### config.mk
export PLATFORM = sky130hd
export DESIGN_NAME = fetch_unit
export DESIGN_NICKNAME = d
export VERILOG_FILES = /design/src/rtl/fetch_pkg.sv /design/src/rtl/fetch_fifo.sv /design/src/rtl/fetch_unit.sv
export SDC_FILE = /design/constraint.sdc
export NUM_CORES = 1
export LEC_CHECK = 0
export ABC_AREA = 1
export ABC_CLOCK_PERIOD_IN_PS = 30100
export CORE_MARGIN = 10
export CORE_UTILIZATION = 55
export CTS_BUF_LIST = sky130_fd_sc_hd__clkbuf_16
export DETAILED_ROUTE_END_ITERATION = 8
export PLACE_DENSITY = 0.93
export SYNTH_ARGS = -nofsm -noshare
export SYNTH_HDL_FRONTEND = slang
export SYNTH_SLANG_ARGS = --single-unit
### constraint.sdc
create_clock -name clk -period 30.1 [get_ports clk]
set_clock_uncertainty 0.05 [all_clocks]
set_input_delay 7.525 -clock clk [delete_from_list [all_inputs] [get_ports clk]]
set_output_delay 7.525 -clock clk [all_outputs]
set_load 0.01 [all_outputs]
### src/rtl/fetch_pkg.sv
// Shared types and defaults for the instruction fetch unit.
package fetch_pkg;

  localparam logic [31:0] RESET_PC_DEFAULT  = 32'h0000_0000;
  localparam logic [31:0] PC_STEP           = 32'd4;
  localparam int unsigned BUF_DEPTH_DEFAULT = 2;

  typedef enum logic {
    RUN   = 1'b0,
    DRAIN = 1'b1
  } state_t;

  typedef struct packed {
    logic [31:0] pc;
    logic [31:0] instr;
  } entry_t;

  localparam int unsigned ENTRY_W = $bits(entry_t);

endpackage

### src/rtl/fetch_fifo.sv
// Small synchronous FIFO with flush; used for the prefetch buffer and the tag queue.
module fetch_fifo #(
  parameter int unsigned WIDTH = 32,
  parameter int unsigned DEPTH = 2,
  localparam int unsigned CNT_W = $clog2(DEPTH + 1),
  localparam int unsigned PTR_W = (DEPTH > 1) ? $clog2(DEPTH) : 1
) (
  input  logic             clk,
  input  logic             reset,
  input  logic             push,
  input  logic             pop,
  input  logic             flush,
  input  logic [WIDTH-1:0] wdata,
  output logic [WIDTH-1:0] head,
  output logic [CNT_W-1:0] count
);

  logic [WIDTH-1:0] mem [DEPTH];
  logic [PTR_W-1:0] rd_ptr;
  logic [PTR_W-1:0] wr_ptr;
  logic             do_pop;
  logic             do_push;

  function automatic logic [PTR_W-1:0] ptr_inc(input logic [PTR_W-1:0] p);
    return (p == PTR_W'(DEPTH - 1)) ? '0 : p + PTR_W'(1);
  endfunction

  // A push into a full FIFO is accepted only when the head leaves in the same cycle.
  assign do_pop  = pop && (count != '0);
  assign do_push = push && ((count != CNT_W'(DEPTH)) || do_pop);
  assign head    = mem[rd_ptr];

  // Pointer and occupancy tracking; flush empties without touching storage.
  always_ff @(posedge clk) begin
    if (reset || flush) begin
      rd_ptr <= '0;
      wr_ptr <= '0;
      count  <= '0;
    end else begin
      if (do_push) wr_ptr <= ptr_inc(wr_ptr);
      if (do_pop)  rd_ptr <= ptr_inc(rd_ptr);
      count <= count + CNT_W'(do_push) - CNT_W'(do_pop);
    end
  end

  // Storage write.
  always_ff @(posedge clk) begin
    if (do_push && !flush && !reset) mem[wr_ptr] <= wdata;
  end

endmodule

### src/rtl/fetch_unit.sv
// Instruction fetch: credit-limited requests, in-order tagging, prefetch buffer, branch drain.
module fetch_unit
  import fetch_pkg::*;
#(
  parameter logic [31:0] RESET_PC  = RESET_PC_DEFAULT,
  parameter int unsigned BUF_DEPTH = BUF_DEPTH_DEFAULT
) (
  input  logic        clk,
  input  logic        reset,
  output logic        imem_req,
  output logic [31:0] imem_addr,
  input  logic        imem_gnt,
  input  logic        imem_rvalid,
  input  logic [31:0] imem_rdata,
  input  logic        stall,
  input  logic        branch_taken,
  input  logic [31:0] branch_target,
  output logic [31:0] instr_out,
  output logic [31:0] pc_out,
  output logic        instr_valid
);

  localparam int unsigned CNT_W = $clog2(BUF_DEPTH + 1);
  localparam int unsigned SUM_W = CNT_W + 1;

  state_t            state_q;
  state_t            state_d;
  logic [31:0]       fetch_pc_q;
  logic [31:0]       fetch_pc_d;
  logic [CNT_W-1:0]  discard_q;
  logic [CNT_W-1:0]  discard_d;
  logic              err_unexp;

  logic [CNT_W-1:0]  buf_count;
  logic [CNT_W-1:0]  tag_count;
  logic [CNT_W-1:0]  outstanding;
  entry_t            buf_head;
  entry_t            buf_wdata;
  logic [31:0]       tag_head;
  logic              pop_req;
  logic              grant;
  logic              rsp_ok;
  logic              push;
  logic              buf_pop;
  logic              tag_push;
  logic [SUM_W-1:0]  credit_used;

  // In RUN every in-flight request has a tag; in DRAIN every in-flight request is to be discarded.
  assign outstanding = tag_count + discard_q;
  assign buf_wdata   = '{pc: tag_head, instr: imem_rdata};

  // Next-state and output decode.
  always_comb begin
    state_d     = state_q;
    fetch_pc_d  = fetch_pc_q;
    discard_d   = discard_q;

    instr_valid = !reset && (buf_count != '0);
    instr_out   = instr_valid ? buf_head.instr : '0;
    pc_out      = instr_valid ? buf_head.pc : '0;
    imem_addr   = reset ? RESET_PC : fetch_pc_q;

    pop_req     = instr_valid && !stall;
    credit_used = SUM_W'(outstanding) + SUM_W'(buf_count) - SUM_W'(pop_req);
    imem_req    = !reset && (state_q == RUN) && (credit_used < SUM_W'(BUF_DEPTH));
    grant       = imem_req && imem_gnt;
    rsp_ok      = imem_rvalid && (outstanding != '0);
    push        = rsp_ok && (state_q == RUN) && !branch_taken;
    tag_push    = grant && !branch_taken;
    buf_pop     = pop_req && !branch_taken;

    case (state_q)
      RUN: begin
        if (branch_taken) begin
          discard_d = outstanding - CNT_W'(rsp_ok) + CNT_W'(grant);
          state_d   = (discard_d != '0) ? DRAIN : RUN;
        end
      end
      DRAIN: begin
        discard_d = discard_q - CNT_W'(rsp_ok);
        if (!branch_taken && (discard_d == '0)) state_d = RUN;
      end
      default: state_d = RUN;
    endcase

    if (branch_taken)  fetch_pc_d = {branch_target[31:2], 2'b00};
    else if (grant)    fetch_pc_d = fetch_pc_q + PC_STEP;
  end

  // State registers.
  always_ff @(posedge clk) begin
    if (reset) begin
      state_q    <= RUN;
      fetch_pc_q <= RESET_PC;
      discard_q  <= '0;
      err_unexp  <= 1'b0;
    end else begin
      state_q    <= state_d;
      fetch_pc_q <= fetch_pc_d;
      discard_q  <= discard_d;
      err_unexp  <= err_unexp | (imem_rvalid && (outstanding == '0));
    end
  end

  // Prefetch buffer of {pc, instr}.
  fetch_fifo #(.WIDTH(ENTRY_W), .DEPTH(BUF_DEPTH)) u_buf (
    .clk   (clk),
    .reset (reset),
    .push  (push),
    .pop   (buf_pop),
    .flush (branch_taken),
    .wdata (buf_wdata),
    .head  (buf_head),
    .count (buf_count)
  );

  // Address tags of requests still awaiting their response.
  fetch_fifo #(.WIDTH(32), .DEPTH(BUF_DEPTH)) u_tag (
    .clk   (clk),
    .reset (reset),
    .push  (tag_push),
    .pop   (push),
    .flush (branch_taken),
    .wdata (imem_addr),
    .head  (tag_head),
    .count (tag_count)
  );

endmodule

==> out/qor.txt <==
Max clock buf depth = 3
Slew Limit Fails = 0
area leader, netlist = edfxtp_1
leading cell types in the layout, fill and taps excluded = 208 x nand2_1, 184 x edfxtp_1, 160 x clkdlybuf4s50_1
Reg2Reg Setup Slack = 26,130 ps
Cell variety after synth = 36
worst-path cell chain = buf_2 > buf_4 > inv_2 > o21ai_2 > nor2_4 > ha_1 > or2_2 > fa_1 > inv_1 > nor4_1 > clkdlybuf4s50_1
post-synthesis compound-gate area fraction = 0.0382
Warnings, synthesis = 0
final WL = 24,100 um
FF-to-FF Start = discard_q[0]
status = completed
#FFs+latches synth = 227
fin cells = 1,364
Final Setup Violations = 0
MaxCap Viol Count = 0
CP required = 22,530 ps
diode count = 0
TritonCTS clock tree = built
Hold Path Stages = 1
Slew @ Worst Pin = 1180 ps
min-delay src = u_buf.rd_ptr
minimum clock period = 18,220 ps
die area = 24,600 um^2
total grt overflow = 0
Max-slew headroom = 0.210
# hold bufs at CTS = 0
Hold WC Path Type = reg2reg
post-synthesis cell area = 10,300 um^2
Residual DRC = 0
Area Growth Syn to Fin = 25.5%
post-CTS sizing = 0
Worst EP arrival = 10,640 ps
delay-heaviest family, CP = buffers and inverters
Setup CP Type = in2out
Critical Path Sink Type = output port
fmax = 0.0549 GHz
FF-to-FF path depth = 15
Final Hold Vio Count = 0
most common cell after layout, fill and taps aside = nand2_1
Die X = 157 um
ANT nets after route = 0
top cell type's share of synthesized area = 0.537
first-pass GRT wire length = 36,900 um
layout cells sized above 1 = 0.147
synth top area cells = edfxtp_1 54%, mux2_2 10%, dfxtp_1 8.4%
final instance area = 12,900 um^2
num rows = 49
die span in y = 157 um
IO Pins = 168
initial antenna violation count = 0
Nets = 1,199
dpl hpwl = 16,700 um
core area = 18,200 um^2
largest net degree at the start of global routing = 64
number of buffers and inverters on the critical path = 5
clk sinks = 227
H-tree lvl count = 1
TritonRoute pass-1 iters = 5
worst vdd ir = 52.1 uV
Root Driver = clkbuf_16
Final TNS setup = 0 ps
Placed Cells = 1,320
slowest CP cell = clkdlybuf4s50_1
Util after Layout = 0.709
WP depth = 11
combinational family with the most area after synthesis = simple AND/OR/NAND/NOR gates
CTS clk-pin slew, worst paths = 60 ps
DP Area = 12,100 um^2
vias in the first global route = 7,253
total CTS buffers = 24
Final period util = 0.605
simple-gate share of the synthesized area = 0.146
sequential cell area fraction in the yosys report = 0.621
area share of fa/ha/maj cells after synthesis = 0.0153
pwr dens = 59.1 nW/um^2
RSZ-0062 raised after global routing = no
worst skew pair latency = 510 ps
I/O Buffers = 161
mux share of post-synthesis cell area = 0.101
RR Endpoint = u_tag.mem[0][12]
Critical Path Fanout Max = 63
drt wl/cell = 17.7 um
Setup Buffers After CTS = 0
overall power = 0.763 mW
gr usage total = 0.188
starting DRC count in detailed routing = 497
Slowest Stage Delay on Critical Path = 610 ps
Critical Path Source Type = primary input
Initial Util = 0.565
gpl congestion = 0.920
DR vias/cell = 5.28
xor and xnor fraction of the mapped netlist area = 0.0119
Hold Path Sink = u_buf.rd_ptr
Post-Syn Area per Cell = 10.8 um^2
via count = 7,206
leakage power = 5.06 nW
Synth Instances = 954
-- layer usage --
layer | global-route usage | wire, um | vias to the layer above
met4 | 0.0566 | 648 | 0
met1 | 0.220 | 9640 | 3397
li1 | - | - | 3481
met2 | 0.337 | 12100 | 284
met5 | 0 | 0 | -
met3 | 0.0403 | 1770 | 44
-- report_power, final --
part | total [mW] | leakage (nW) | internal (mW) | switching (mW)
Combinational | 0.0934 | 2.62 | 0.0397 | 0.0536
Clock | 0.303 | 0.413 | 0.185 | 0.119
Sequential | 0.366 | 2.03 | 0.358 | 0.00877
-- flip-flops by register name (all words and copies together), names as in the netlist, named ones only --
register and count:
u_tag.wr_ptr 1, u_buf.wr_ptr 1, discard_q 2, u_tag.mem 60, u_buf.count 2, state_q 1, u_tag.rd_ptr 1, u_buf.rd_ptr 1
u_tag.count 2, fetch_pc_q 30, u_buf.mem 124
-- synthesized netlist by cell type --
| library cell | count |
|---|---|
| nor3_4 | 1 |
| inv_2 | 7 |
| or2_2 | 4 |
| buf_4 | 5 |
| clkbuf_1 | 19 |
| conb_1 | 1 |
| nor3_1 | 1 |
| buf_6 | 4 |
| nand2_2 | 1 |
| nor2_4 | 3 |
| xor2_1 | 12 |
| o21ai_1 | 7 |
| mux2_2 | 92 |
| nor4_1 | 2 |
| buf_1 | 1 |
| nor2_2 | 2 |
| ha_1 | 11 |
| a211oi_1 | 3 |
| inv_1 | 122 |
| nand3_2 | 3 |
| o21ai_2 | 1 |
| nand2_1 | 208 |
| nand2_4 | 1 |
| fa_1 | 1 |
| a21oi_1 | 34 |
| clkinv_2 | 1 |
| nand4_1 | 2 |
| a31oi_1 | 5 |
| buf_2 | 7 |
| edfxtp_1 | 184 |
| nor2_1 | 119 |
| dfxtp_1 | 43 |
| nand3_4 | 1 |
| xnor2_1 | 2 |
| nand3_1 | 19 |
| o21ai_0 | 25 |
-- layout make-up --
| type | instances | area, um^2 |
|---|---|---|
| Inverter | 130 | 489 |
| Fill cell | 1294 | 5300 |
| Sequential cell | 227 | 6390 |
| Timing Repair Buffer | 170 | 1670 |
| Clock inverter | 19 | 196 |
| Multi-Input combinational cell | 564 | 3250 |
| Tap cell | 229 | 287 |
| Clock buffer | 25 | 626 |
-- worst max path at each step --
stage	from	slack (ps)	to
floorplan	reset	13060	imem_req
global placement	reset	11880	imem_req
detailed placement	reset	11860	imem_req
CTS	reset	11830	imem_req
global route	reset	11700	imem_req
finish	reset	11880	imem_req
-- through the flow --
stage	worst slack, ps	hold WS, ps
after floorplan	13060	375
after detailed placement	11860	409
after global placement	11880	378
after CTS	11830	426
after global routing	11700	461
final	11880	433
-- cell families after synthesis --
logic type                 after synthesis
AOI/OAI and AO/OA                       75
xor gates and xnor gates                14
adders and majority gates               12
buffers and inverters                  166
DFF                                    227
muxes                                   92
other                                    1
and+or+nand+nor                        367
-- worst register-to-register path: cells and delay by family (launching register included) --
family | cells | cell delay (ps)
flip-flops | 1 | 330
buffers and inverters | 5 | 880
AND/OR/NAND/NOR | 7 | 1390
adder cells (fa/ha/maj) | 3 | 970
Power figures use the tool's default switching activity.
